## src/rtl/reset_sequencer.sv

```systemverilog
// Reset sequencer: releases SoC resets once the PLL lock is filtered and stable.
// The peripheral domain (video, UART) is released first, then the CPU core domain
// after a fixed gap. A lock drop re-asserts both resets, and a firmware soft reset
// pulses the core domain only.
//
// Ports:
//   clk_core        core clock (PLL output)
//   reset_n         asynchronous active-low reset (button)
//   pll_locked      PLL lock, asynchronous to clk_core
//   soft_req        firmware soft-reset request, synchronous to clk_core
//   periph_reset_n  peripheral-domain reset, active-low, registered
//   core_reset_n    CPU-domain reset, active-low, registered
//   soft_ack        one-cycle pulse when a soft reset is accepted
//   lock_lost       sticky flag: lock dropped after the peripheral release
//   state           current FSM state, for debug/LEDs
module reset_sequencer #(
    parameter int unsigned LOCK_FILTER = 4,
    parameter int unsigned HOLD_CYCLES = 128,
    parameter int unsigned STAGE_GAP   = 16,
    parameter int unsigned SOFT_PULSE  = 32,
    parameter int unsigned CNT_W       = 8
) (
    input  logic       clk_core,
    input  logic       reset_n,
    input  logic       pll_locked,
    input  logic       soft_req,
    output logic       periph_reset_n,
    output logic       core_reset_n,
    output logic       soft_ack,
    output logic       lock_lost,
    output logic [2:0] state
);

    localparam logic [2:0] ST_WAIT   = 3'd0;
    localparam logic [2:0] ST_FILTER = 3'd1;
    localparam logic [2:0] ST_HOLD   = 3'd2;
    localparam logic [2:0] ST_PERIPH = 3'd3;
    localparam logic [2:0] ST_RUN    = 3'd4;
    localparam logic [2:0] ST_SOFT   = 3'd5;

    // Terminal counts of the shared counter for each timed state
    localparam logic [CNT_W-1:0] FILTER_LAST = CNT_W'(LOCK_FILTER - 1);
    localparam logic [CNT_W-1:0] HOLD_LAST   = CNT_W'(HOLD_CYCLES - 1);
    localparam logic [CNT_W-1:0] GAP_LAST    = CNT_W'(STAGE_GAP - 1);
    localparam logic [CNT_W-1:0] SOFT_LAST   = CNT_W'(SOFT_PULSE - 1);

    logic             lock_m;
    logic             lock_s;
    logic [2:0]       state_q;
    logic [2:0]       state_d;
    logic [CNT_W-1:0] cnt_q;
    logic [CNT_W-1:0] cnt_d;
    logic             armed_q;
    logic             armed_d;
    logic             periph_q;
    logic             periph_d;
    logic             core_q;
    logic             core_d;
    logic             ack_q;
    logic             ack_d;
    logic             lost_q;
    logic             lost_d;

    // Two-flop synchronizer for the asynchronous PLL lock
    always_ff @(posedge clk_core or negedge reset_n) begin
        if (!reset_n) begin
            lock_m <= 1'b0;
            lock_s <= 1'b0;
        end else begin
            lock_m <= pll_locked;
            lock_s <= lock_m;
        end
    end

    // State and registered-output flops
    always_ff @(posedge clk_core or negedge reset_n) begin
        if (!reset_n) begin
            state_q  <= ST_WAIT;
            cnt_q    <= '0;
            armed_q  <= 1'b1;
            periph_q <= 1'b0;
            core_q   <= 1'b0;
            ack_q    <= 1'b0;
            lost_q   <= 1'b0;
        end else begin
            state_q  <= state_d;
            cnt_q    <= cnt_d;
            armed_q  <= armed_d;
            periph_q <= periph_d;
            core_q   <= core_d;
            ack_q    <= ack_d;
            lost_q   <= lost_d;
        end
    end

    // Next-state and next-output logic
    always_comb begin
        state_d  = state_q;
        cnt_d    = cnt_q;
        armed_d  = armed_q;
        periph_d = periph_q;
        core_d   = core_q;
        ack_d    = 1'b0;
        lost_d   = lost_q;

        // Re-arm whenever the request is seen low, so a held request fires only once
        if (!soft_req) begin
            armed_d = 1'b1;
        end

        if ((state_q != ST_WAIT) && !lock_s) begin
            // Lock loss overrides every other transition
            state_d  = ST_WAIT;
            cnt_d    = '0;
            periph_d = 1'b0;
            core_d   = 1'b0;
            if ((state_q == ST_PERIPH) || (state_q == ST_RUN) || (state_q == ST_SOFT)) begin
                lost_d = 1'b1;
            end
        end else begin
            case (state_q)
                ST_WAIT: begin
                    periph_d = 1'b0;
                    core_d   = 1'b0;
                    if (lock_s) begin
                        state_d = ST_FILTER;
                        cnt_d   = '0;
                    end
                end
                ST_FILTER: begin
                    if (cnt_q == FILTER_LAST) begin
                        state_d = ST_HOLD;
                        cnt_d   = '0;
                    end else begin
                        cnt_d = cnt_q + CNT_W'(1);
                    end
                end
                ST_HOLD: begin
                    if (cnt_q == HOLD_LAST) begin
                        periph_d = 1'b1;
                        state_d  = ST_PERIPH;
                        cnt_d    = '0;
                    end else begin
                        cnt_d = cnt_q + CNT_W'(1);
                    end
                end
                ST_PERIPH: begin
                    if (cnt_q == GAP_LAST) begin
                        core_d  = 1'b1;
                        state_d = ST_RUN;
                        cnt_d   = '0;
                    end else begin
                        cnt_d = cnt_q + CNT_W'(1);
                    end
                end
                ST_RUN: begin
                    if (soft_req && armed_q) begin
                        core_d  = 1'b0;
                        ack_d   = 1'b1;
                        armed_d = 1'b0;
                        cnt_d   = '0;
                        state_d = ST_SOFT;
                    end
                end
                ST_SOFT: begin
                    if (cnt_q == SOFT_LAST) begin
                        core_d  = 1'b1;
                        state_d = ST_RUN;
                        cnt_d   = '0;
                    end else begin
                        cnt_d = cnt_q + CNT_W'(1);
                    end
                end
                default: begin
                    // Unused encodings recover to WAIT with both resets held
                    state_d  = ST_WAIT;
                    cnt_d    = '0;
                    periph_d = 1'b0;
                    core_d   = 1'b0;
                end
            endcase
        end
    end

    assign periph_reset_n = periph_q;
    assign core_reset_n   = core_q;
    assign soft_ack       = ack_q;
    assign lock_lost      = lost_q;
    assign state          = state_q;

endmodule

```

## config.mk

```make
export PLATFORM = sky130hd
export DESIGN_NAME = reset_sequencer
export DESIGN_NICKNAME = d
export VERILOG_FILES = /design/src/rtl/reset_sequencer.sv
export SDC_FILE = /design/constraint.sdc
export NUM_CORES = 1
export LEC_CHECK = 0
export CORE_MARGIN = 5
export CORE_UTILIZATION = 55
export DETAILED_ROUTE_END_ITERATION = 16
export HOLD_SLACK_MARGIN = 0.03
export PLACE_DENSITY_LB_ADDON = 0.2
export SYNTH_ARGS = -nofsm -noshare
export SYNTH_HDL_FRONTEND = slang
export SYNTH_SLANG_ARGS = --single-unit
```

## constraint.sdc

```tcl
create_clock -name clk_core -period 1.8 [get_ports clk_core]
set_input_delay 0.36 -clock clk_core [delete_from_list [all_inputs] [get_ports clk_core]]
set_output_delay 0.36 -clock clk_core [all_outputs]
set_load 0.05 [all_outputs]
```

==> qor.txt <==
=====================================================================================================
Share of synthesized flip-flops with an asynchronous set or reset                              100.0%
Count of cells resized by post-cts repair                                                           0
Share of the synthesized area in the top cell type                                             38.33%
Total global routing overflow                                                                       0
Mean number of vias per cell                                                                    6.099
Count of buffers from port buffering                                                               10
Latest clock arrival within the worst-skew pair                                                300 ps
Slew at the pin closest to its max-slew limit                                                605.2 ps
Clk sink count                                                                                     18
Fin crit share                                                                                 97.69%
Number of flops mapped to enable cells by yosys                                                     0
Multiplexer fraction of the synthesized cell area                                             0.9019%
Number of global-route vias before repair                                                         976
Fraction of final layout cells sized beyond drive strength 1                                   31.94%
Slowest stage cell, crit path                                                            sky130_fd_sc_hd__dfrtp_2
IO Pins                                                                                            11
Seq cells post-synth                                                                               18
Largest driver fanout on the critical path                                                         14
GR Util met1                                                                                   24.07%
Number of antenna repair diodes                                                                     0
Number of fill cells                                                                              145
Final max-slew violation count                                                                      0
Power share of the clock group                                                                  14.3%
Instance count after placement with tap cells included                                            167
Worst-case setup slack after placement                                                      -60.84 ps
Ranking of synthesized cells by instance count                                           sky130_fd_sc_hd__dfrtp_1 (17), sky130_fd_sc_hd__nand2_1 (10), sky130_fd_sc_hd__nor2_1 (10)
TritonCTS clock tree                                                                              yes
Post-synthesis share of cell area spent on full adders, half adders and majority gates         1.127%
Drt total wl                                                                                  2581 um
Mean Syn Cell Area                                                                         9.023 um^2
Remaining max-slew budget at the tightest pin                                                  59.57%
Library cell with the highest instance count after synthesis                             sky130_fd_sc_hd__dfrtp_1
Post-route DRC violation count                                                                      0
Setup total negative slack                                                                       0 ps
Arrival time of the worst setup path                                                          1940 ps
Internal power of the cells                                                                  1.026 mW
Kind of cell adding the most delay to the critical path                                  compound AO/OA/AOI/OAI gates
Xor-xnor portion of the synthesized cell area                                                      0%
Antenna Violating Nets Remaining                                                                    0
Final setup margin                                                                           41.63 ps
Count of maximum capacitance violations                                                             0
Core utilization of the finished layout                                                        73.52%
DRC violation total after the first TritonRoute iteration                                          24
Root buffer cell                                                                         sky130_fd_sc_hd__clkbuf_4
Antenna violations before repair                                                                    0
Vias                                                                                            1,043
Met2 demand-to-capacity share in global routing                                                32.68%
Simple-gate share of the synthesized area                                                      25.82%
Nature of the critical path startpoint                                                           flop
Syn-to-layout area delta                                                                       28.64%
Sequential fraction of design power                                                             33.4%
Post-CTS setup buffer count                                                                         0
Total power                                                                                  1.774 mW
Worst-path cell chain                                                                    or3_4 > a211oi_4 > o32ai_4 > a21oi_1 > mux2i_1
Max Fclk                                                                                   0.5687 GHz
Dominant combinational cell family by area after synthesis                               simple AND/OR/NAND/NOR gates
Gr busiest metal                                                                                 met2
Global-route wire length before repair                                                        4250 um
Tightest Hold Check Type                                                                   reg -> reg
Yosys synthesis warning count                                                                       0
Avg WL per Cell                                                                              15.09 um
Delay of the slowest cell on the worst path                                                    510 ps
Logic pwr share                                                                                 52.3%
Static leakage                                                                              0.5636 nW
Pin count of the biggest net entering global routing                                               19
Number of endpoints failing setup at the final stage                                                0
Initial DRT Pass Iterations                                                                         4
RSZ-0062 raised after global routing                                                             true
Cell variety after synth                                                                           49
Required time at the worst-slack endpoint                                                     1980 ps
Share of total power consumed by net switching                                                 42.19%
Y dimension of the die                                                                       54.92 um
Routability-driven placement congestion ratio                                                  0.8918
Width of the die                                                                             54.92 um
Hold Buf Count CTS                                                                                  0
Cells taking the most area after synthesis                                               sky130_fd_sc_hd__dfrtp_1 (38%), sky130_fd_sc_hd__nand3_1 (3.6%), sky130_fd_sc_hd__a31oi_1 (3.4%)
Power density over cell area                                                             1243 nW/um^2
Final hold violation count                                                                          0
Die footprint                                                                               3016 um^2
Most frequently used flop master after synthesis                                         sky130_fd_sc_hd__dfrtp_1
Clock Path Buffers                                                                                  2
Number of levels in the clock H-tree                                                                1
Register area share after synthesis                                                            40.70%
Core Rows                                                                                          16
Clock buffers created by TritonCTS                                                                  3
Combined buffer and inverter count along the critical path                                          0
Met3 demand-to-capacity share in global routing                                                2.681%
Total core area                                                                             1942 um^2
Clock Skew                                                                                   4.219 ps
Initial core utilization                                                                       57.15%
Net switching power                                                                         0.7487 mW
Syn Inst Count                                                                                    123
Netlist Area Pre-Place                                                                      1110 um^2
Complex-gate fraction of the synthesized area                                                  25.37%
Synthesized net count                                                                             128
Kind of critical path                                                                      reg -> reg
IR Drop Worst-Case VDD                                                                    0.0008491 V
Library cell occupying the most area in the post-synthesis netlist                       sky130_fd_sc_hd__dfrtp_1
Status                                                                                   complete, no violations
Final HPWL from detailed placement                                                            1837 um
Clock slew at the register clock pins of the worst setup and hold paths                        110 ps
Critical path capture point type                                                                 flop
Net total in the final layout                                                                     150
Total global routing track utilization                                                         19.60%
Count of placed standard cells in the final layout, fillers left out                              171
Minimum period implied by the final worst setup slack                                         1758 ps
=====================================================================================================
power by group through the flow:
stage	clock network, mW	registers, mW	logic (mW)
floorplan	0	0.665	0.501
global placement	0	0.581	0.844
detailed placement	0	0.588	0.867
CTS	0.262	0.580	0.869
global route	0.277	0.612	0.993
finish	0.254	0.592	0.929
layout make-up:
| class | count | area (um^2) | area share, % |
|---|---|---|---|
| multi-input cells | 91 | 660.6 | 46.28 |
| flip-flops and latches | 18 | 454.2 | 31.81 |
| repair buffers | 25 | 220.2 | 15.43 |
| clock buffers | 4 | 36.28 | 2.542 |
| well taps | 27 | 33.78 | 2.366 |
| inverters | 6 | 22.52 | 1.578 |
cell usage in the layout, fill, tap and decap left out, drive strengths merged, types with 3 or more instances in the layout:
cell type	synthesis	layout
a211oi	3	3
a21oi	6	6
a31oi	6	6
buf	5	22
clkbuf	3	4
clkdlybuf4s50	0	3
dfrtp	17	17
inv	6	6
nand2	10	10
nand3	8	8
nor2	10	10
nor3	5	5
o21ai	7	7
path summary, 6_finish.rpt:
kind,slack (ps),end,from,cells after the start
setup reg to reg,40,cnt_q[7],state[1],5
setup / recovery,40,cnt_q[7],state[1],5
hold reg to reg,380,lock_s,lock_m,0
hold / removal,380,lock_s,lock_m,0
min in group asynchronous,410,state[0],reset_n,2
max in group asynchronous,1140,armed_q,reset_n,2
cell families after synthesis:
family / Yosys count
multiplexers: 1
buffers and inverters: 14
AND/OR/NAND/NOR: 51
adder cells (fa/ha/maj): 1
flip-flops: 18
AO/OA/AOI/OAI: 38
metrics by stage:
stage / hold WS, ps / instance area [um^2]
after CTS: 376.5 / 1369
after global routing: 392.9 / 1428
after detailed placement: 351.6 / 1333
final: 375.1 / 1428
after global placement: 332.4 / 1333
after floorplan: 64.41 / 1130
flip-flops by register name, summed over array words and instances, names as in the netlist:
| register | flops |
|---|---|
| soft_ack | 1 |
| lock_s | 1 |
| periph_reset_n | 1 |
| cnt_q | 8 |
| lock_m | 1 |
| armed_q | 1 |
| core_reset_n | 1 |
| lock_lost | 1 |
| state | 3 |
layer usage:
layer | vias up | share of wire [%]
met1 | 508 | 44
met4 | 0 | 1.6
met3 | 4 | 4.6
li1 | 502 | -
met5 | - | 0
met2 | 29 | 50
Note: power is estimated with default switching activity, not from simulation.
